===== src/rtl/latency_credit_sink.sv =====
// Credit-gated consumer for a fixed-latency, non-stallable FIFO read port; re-times words onto valid/ready.
// Optional LATENCY_CREDIT_SINK_STATS_EN enables the 16-bit received-word counter on rx_count_o.
module latency_credit_sink #(
  parameter int unsigned DATA_WIDTH = 11,
  parameter int unsigned RD_LATENCY = 6,
  parameter int unsigned BUF_DEPTH  = 8
) (
  input  logic                        clk_i,
  input  logic                        rst_n_i,
  input  logic [DATA_WIDTH-1:0]       up_data_i,
  input  logic                        up_valid_i,
  input  logic                        up_empty_i,
  output logic                        up_ready_o,
  output logic [DATA_WIDTH-1:0]       m_data_o,
  output logic                        m_valid_o,
  input  logic                        m_ready_i,
  input  logic                        flush_i,
  output logic                        busy_o,
  output logic [$clog2(BUF_DEPTH):0]  inflight_o,
  output logic [$clog2(BUF_DEPTH):0]  level_o,
  output logic                        overflow_o,
  output logic [15:0]                 rx_count_o
);

  localparam int unsigned AW = $clog2(BUF_DEPTH);
  localparam int unsigned PW = AW + 1;
  localparam logic [PW:0] DEPTH_W = (PW+1)'(BUF_DEPTH);

  // Every in-flight word must have a guaranteed slot, and pointer wrap relies on a power-of-2 depth.
  if ((BUF_DEPTH < RD_LATENCY + 1) || ((BUF_DEPTH & (BUF_DEPTH - 1)) != 0)) begin : g_bad_cfg
    $error("latency_credit_sink: BUF_DEPTH must be a power of 2 and >= RD_LATENCY + 1");
  end

  typedef enum logic [1:0] {
    ST_RUN,
    ST_DRAIN,
    ST_CLEAR
  } state_t;

  state_t                state_q, state_d;
  logic [PW-1:0]         wr_ptr_q, rd_ptr_q, inflight_q;
  logic [PW-1:0]         level;
  logic [PW:0]           used;
  logic [DATA_WIDTH-1:0] mem_q [BUF_DEPTH];
  logic                  overflow_q;
  logic                  full, empty, credit_ok, clearing;
  logic                  push, pop, inflight_dec;

  assign level     = wr_ptr_q - rd_ptr_q;
  assign empty     = (wr_ptr_q == rd_ptr_q);
  assign full      = (wr_ptr_q[AW-1:0] == rd_ptr_q[AW-1:0]) && (wr_ptr_q[AW] != rd_ptr_q[AW]);
  // Occupied plus promised slots, one bit wider so the comparison never wraps.
  assign used      = {1'b0, level} + {1'b0, inflight_q};
  assign credit_ok = (used < DEPTH_W);
  assign clearing  = (state_q == ST_CLEAR);

  assign push         = up_valid_i && !full && !clearing;
  assign pop          = m_valid_o && m_ready_i;
  assign inflight_dec = up_valid_i && (inflight_q != '0);

  // Next-state and stream-side handshakes.
  always_comb begin
    state_d    = state_q;
    up_ready_o = 1'b0;
    m_valid_o  = 1'b0;
    busy_o     = 1'b0;
    unique case (state_q)
      ST_RUN: begin
        up_ready_o = rst_n_i && !up_empty_i && credit_ok;
        m_valid_o  = !empty;
        if (flush_i) state_d = ST_DRAIN;
      end
      ST_DRAIN: begin
        m_valid_o = !empty;
        busy_o    = 1'b1;
        if (inflight_q == '0) state_d = ST_CLEAR;
      end
      ST_CLEAR: begin
        busy_o  = 1'b1;
        state_d = ST_RUN;
      end
      default: state_d = ST_RUN;
    endcase
  end

  always_ff @(posedge clk_i or negedge rst_n_i) begin
    if (!rst_n_i) begin
      state_q    <= ST_RUN;
      wr_ptr_q   <= '0;
      rd_ptr_q   <= '0;
      inflight_q <= '0;
      overflow_q <= 1'b0;
    end else begin
      state_q <= state_d;
      if (clearing) begin
        wr_ptr_q <= '0;
        rd_ptr_q <= '0;
      end else begin
        if (push) wr_ptr_q <= wr_ptr_q + PW'(1);
        if (pop)  rd_ptr_q <= rd_ptr_q + PW'(1);
      end
      unique case ({up_ready_o, inflight_dec})
        2'b10:   inflight_q <= inflight_q + PW'(1);
        2'b01:   inflight_q <= inflight_q - PW'(1);
        default: inflight_q <= inflight_q;
      endcase
      // A return with no slot or with nothing requested means upstream broke the contract.
      if (up_valid_i && (full || (inflight_q == '0))) overflow_q <= 1'b1;
    end
  end

  always_ff @(posedge clk_i or negedge rst_n_i) begin
    if (!rst_n_i) begin
      mem_q <= '{default: '0};
    end else if (push) begin
      mem_q[wr_ptr_q[AW-1:0]] <= up_data_i;
    end
  end

  assign m_data_o   = mem_q[rd_ptr_q[AW-1:0]];
  assign inflight_o = inflight_q;
  assign level_o    = level;
  assign overflow_o = overflow_q;

`ifdef LATENCY_CREDIT_SINK_STATS_EN
  logic [15:0] rx_count_q;

  always_ff @(posedge clk_i or negedge rst_n_i) begin
    if (!rst_n_i) begin
      rx_count_q <= '0;
    end else if (clearing) begin
      rx_count_q <= '0;
    end else if (push) begin
      rx_count_q <= rx_count_q + 16'(1);
    end
  end

  assign rx_count_o = rx_count_q;
`else
  assign rx_count_o = '0;
`endif

endmodule


===== config.mk =====
export PLATFORM = sky130hd
export DESIGN_NAME = latency_credit_sink
export DESIGN_NICKNAME = d
export VERILOG_FILES = /design/src/rtl/latency_credit_sink.sv
export SDC_FILE = /design/constraint.sdc
export NUM_CORES = 1
export LEC_CHECK = 0
export ABC_CLOCK_PERIOD_IN_PS = 6600
export CORE_MARGIN = 10
export CORE_UTILIZATION = 41
export CTS_CLUSTER_DIAMETER = 150
export DETAILED_ROUTE_END_ITERATION = 16
export PLACE_DENSITY = 0.59
export SETUP_SLACK_MARGIN = 0.15
export SYNTH_ARGS = -nofsm -noshare
export SYNTH_HDL_FRONTEND = slang
export SYNTH_SLANG_ARGS = --single-unit
export TNS_END_PERCENT = 50

===== constraint.sdc =====
create_clock -name clk_i -period 6.6 [get_ports clk_i]
set_input_delay 1.32 -clock clk_i [delete_from_list [all_inputs] [get_ports clk_i]]
set_output_delay 1.32 -clock clk_i [all_outputs]
set_load 0.05 [all_outputs]

After elaboration in Yosys (flattened, before gate mapping)
Cells that the tools add are included.
{ "word_totals": {"reg_bits": 103, "inputBits": 17, "out_inout_bits": 39} }
{ "classes": {"addsub": 6, "order_cmp": 4, "eq_ne": 9, "muxes": 17, "bitwise": 2, "reduce_logical": 23} }
{ "ops": {"columns": ["op", "n"], "rows": [
  ["bitwise mux 88 bit", 1],
  ["binary-select mux 11 bit (select 3 bit)", 1],
  ["demux 11 bit (select 3 bit)", 1],
  ["2-to-1 mux 11 bit", 3],
  ["2-to-1 mux 4 bit", 4],
  ["adder 4 x 1 -> 4 bit, second input constant", 3],
  ["logical AND 1 bit", 9],
  ["greater-or-equal comparator 4 bit, second input constant", 2],
  ["inverter 3 -> 4 bit", 2],
  ["case mux 4 bit (2 select lines)", 1],
  ["nonzero test 2 bit", 3],
  ["adder 4 x 4 -> 5 bit", 1],
  ["< comparator 5 x 4 -> 1 bit, second input constant", 1],
  ["equality test 2 x 1 -> 1 bit, second input constant", 2],
  ["equality test 2 bit, second input constant", 2],
  ["equality test 4 bit", 1],
  ["zero test 1 bit", 4],
  ["zero test 4 bit", 1],
  ["< comparator 4 x 1 -> 1 bit, second input constant", 1],
  ["2-to-1 mux 2 bit", 2],
  ["inequality test 2 bit, second input constant", 2],
  ["case mux 2 bit (2 select lines)", 1],
  ["nonzero test 4 bit", 1],
  ["OR reduction 2 bit", 2],
  ["other kinds (8)", 10]
]} }

Longest topological paths before layout
{ "depth": {"ltp_word": 7, "mapped_depth": 16, "mapped_depth_nobuf": 15} }

Least setup slack after synthesis
No wires, ideal clock.
{ "synth_timing": {"path_type": "reg2out", "startpoint": "register rd_ptr_q[1]", "endpoint": "output port up_ready_o", "arrival_ps": 3443, "required_time_ps": 5280, "path_slack_ps": 1837, "path_stages_with_launch": 11, "path_buffers": 2, "cell_sequence": "dfrtp_1 clkbuf_1 buf_1 inv_1 ha_1 a21o_1 a21oi_1 xor2_1 ha_1 nor2_1 and4_1"} }
{ "synth_between": {"elab_chain_len": 5} }
{ "synth_rtl": {"columns": ["element", "line", "rtl"], "rows": [
  ["start: declaration", "41", "logic [PW-1:0] wr_ptr_q, rd_ptr_q, inflight_q;"],
  ["start signal: assignment", "100", "if (pop) rd_ptr_q <= rd_ptr_q + PW'(1);"],
  ["subtractor 4 bit", "49", "assign level = wr_ptr_q - rd_ptr_q;"],
  ["named net level_o[3]", "20", "output logic [$clog2(BUF_DEPTH):0] level_o,"],
  ["adder 4 x 4 -> 5 bit", "53", "assign used = {1'b0, level} + {1'b0, inflight_q};"],
  ["< comparator 5 x 4 -> 1 bit", "54", "assign credit_ok = (used < DEPTH_W);"],
  ["logical AND 1 bit", "69", "up_ready_o = rst_n_i && !up_empty_i && credit_ok;"],
  ["2-to-1 mux 1 bit", "67", "unique case (state_q)"],
  ["end: declaration", "13", "output logic up_ready_o,"]
]} }
The timed path passes the listed nets, and every way through them passes these cells.

Final worst setup path
{ "layout_timing": {"startpoint": "register rd_ptr_q[2]", "endpoint": "output port up_ready_o"} }
{ "layout_between": {"elab_chain_len": 5} }
{ "layout_rtl": {"columns": ["element", "line"], "rows": [
  ["subtractor 4 bit", "49"],
  ["adder 4 x 4 -> 5 bit", "53"],
  ["< comparator 5 x 4 -> 1 bit", "54"],
  ["logical AND 1 bit", "69"],
  ["2-to-1 mux 1 bit", "67"]
]} }
No other way between the ends.

==> flow_summary.yaml <==
synth:
  synth_edf_count: 0
  syn_area_per_cell_um2: 14.2
  syn_inst: 384
  synth_seq_cells: 103
  synth_area_um2: 5460
  synthArstFlopShare_pct: 100
  synth-seq-area-share_pct: 47.2
  yosysWarnings: 0
  synth.distinct_cells: 45
  ys.flop_type: "dfrtp_1"
cts:
  cts_setup_buffers: 0
  clk_path_buf_depth: 2
  cts_tree: "done"
  cts_htree_levels: 3
  cts-root-buf: "clkbuf_16"
  cts_resized: 0
  cts_hold_buf: 0
  clock_latency_ns: 0.34
  cts_buffers: 9
  clk_pin_slew_ns: 0.07
  clkSinkCount: 103
routing:
  first_pass_iters: 4
  wl_um: 11200
  drc: 0
  drtIter0Drc: 181
  wl_per_cell_um: 18.7
  dr_total_vias: 3033
  ant_nets: 0
  vias_per_cell: 5.08
setup_path:
  cp-startpoint: "rd_ptr_q[2]"
  r2r-start: "rd_ptr_q[2]"
  worstSetupStartpointType: "flip-flop"
  reg2reg_depth: 13
  cpMostUsedCell: "ha_1"
  reg2reg_to: "inflight_o[3]"
  critPathMaxStageDelay_ns: 0.80
  cp-endpoint: "up_ready_o"
  critPathArrivalTime_ns: 3.73
  crit_required_ns: 5.28
  crit_path_cell_trace: "inv_1, ha_1, a21oi_1, xor2_1, ha_1, nor2_1, and4_1, clkdlybuf4s50_1"
  cp_slowest_cell: "clkdlybuf4s50_1"
  r2r_slack_ns: 2.76
  path_depth: 8
  cp_max_fo: 13
  path_buf_inv: 2
  critPathCaptureType: "output pin"
  path_delay_family: "buffers and inverters"
  criticalPathCategory: "flip-flop to output pin"
sta:
  rsz0062_at_grt: "no"
  final.setup_skew_ns: 0.00577
  setup_viol: 0
  slew-limit-headroom_pct: 41.7
  worst_pin_slew_ns: 0.872
  slew_violations: 0
  fin_crit_ns: 5.05
  setup_tns_ns: 0
  finalCritPeriodShare_pct: 76.6
  finalHoldViolCount: 0
  maxClockFrequency_mhz: 198
finish:
  nNetsFinal: 449
  final_design_area_no_fill_um2: 6140
  drive_gt1_share_pct: 33.5
  synthToLayoutAreaGrowth_pct: 12.5
  nFillCells: 1194
  antenna_cells: 0
  final_util_pct: 46.7
  final_common_cell: "dfrtp_1"
  final_cell_mix: "dfrtp_1, mux2_2, mux2_4, clkdlybuf4s50_1, nand2_1"
global_routing:
  grt-ovfl-total: 0
  grt_pass1_vias: 3225
  grt_pass1_wl_um: 17700
  grt_max_degree: 65
  grt_antenna_before_repair: 0
  groute.usage.overall_pct: 12.5
die:
  rows: 42
  io_pins: 56
  dieArea_um2: 18300
  initial_core_util_pct: 41.5
  die_h_um: 135
  fp.dieW_um: 135
  core-area_um2: 13100
place:
  place_area_um2: 5840
  place_congestion: 0.703
  hpwl_um: 7020
  port_buffers: 39
run:
  drv_cap: 0
status:
  status: "finished clean"
hold_path:
  worstHoldPathType: "flip-flop to flip-flop"
## Yosys cell counts (4+ instances only)
| cell | number | area, um^2 |
|---|---|---|
| mux2_4 | 40 | 601 |
| buf_12 | 4 | 80.1 |
| clkbuf_1 | 4 | 15.0 |
| nor2_1 | 10 | 37.5 |
| o21ai_0 | 4 | 20.0 |
| buf_2 | 6 | 30.0 |
| dfrtp_1 | 103 | 2580 |
| a21oi_1 | 8 | 40.0 |
| xor2_1 | 5 | 43.8 |
| mux2_2 | 48 | 541 |
| mux4_2 | 22 | 495 |
| buf_4 | 18 | 135 |
| ha_1 | 14 | 175 |
| xnor2_1 | 4 | 35.0 |
| nand2_1 | 37 | 139 |
| inv_1 | 11 | 41.3 |
## worst reg2reg max path: cells and delay by family, from the launching register on
kind	cells	cell delay [ns]
buffers and inverters	1	0.47
AO/OA/AOI/OAI	3	0.44
adder cells (fa/ha/maj)	4	1.30
flip-flops	1	0.71
AND/OR/NAND/NOR	3	0.48
XOR/XNOR	2	0.36
## worst min path at each step
stage	startpoint	endpoint	cells after the start
final	overflow_o	overflow_o	1
after detailed placement	overflow_o	overflow_o	1
after floorplan	mem_q[11]	mem_q[11]	1
after CTS	overflow_o	overflow_o	1
after global placement	overflow_o	overflow_o	1
after global routing	overflow_o	overflow_o	1
## cell families (layout without fill, tap and decap cells)
family	Yosys count	count (layout)	share of synthesized area [%]
XOR/XNOR	10	10	1.74
adder cells (fa/ha/maj)	16	16	3.95
flip-flops	103	103	47.2
AND/OR/NAND/NOR	73	73	7.55
AO/OA/AOI/OAI	21	21	2.61
multiplexers	113	113	30.6
other	1	16	0.0687
buffers and inverters	47	69	6.28
## flip-flops by register name, summed over array words and instances, names as in the netlist
| name | flops |
|---|---|
| wr_ptr_q | 4 |
| overflow_o | 1 |
| mem_q | 88 |
| rd_ptr_q | 4 |
| state_q | 2 |
| inflight_o | 4 |
## per-stage QoR
step           hold WS (ns)  instances  setup slack [ns]
2_1_floorplan         0.474        399              1.84
3_3_place_gp          0.442        581              1.95
3_5_place_dp          0.449        581              1.89
6_report              0.455        597              1.55
5_1_grt               0.480        597              1.34
4_1_cts               0.461        597              1.51
## final cells by class
cell class                 count  area (um^2)  share of cell area [%]
multi-input combinational    249         2590                    42.2
sequential                   103         2580                    42.0
timing repair buffer          42          410                    6.69
clock buffer                  10          239                    3.89
tap                          176          220                    3.59
clock inverter                 6         58.8                   0.958
inverter                      11         41.3                   0.673
## metal layers
metal	vias up	GRT usage, %	part of all wire [%]
li1	1395	-	-
met4	0	2.87	0.87
met5	-	0	0
met1	1575	15.1	44
met3	9	3.67	4.8
met2	54	21.3	50
Power is not shown: default switching activity piles up to over one toggle a cycle in this logic, so the estimate is an artifact.
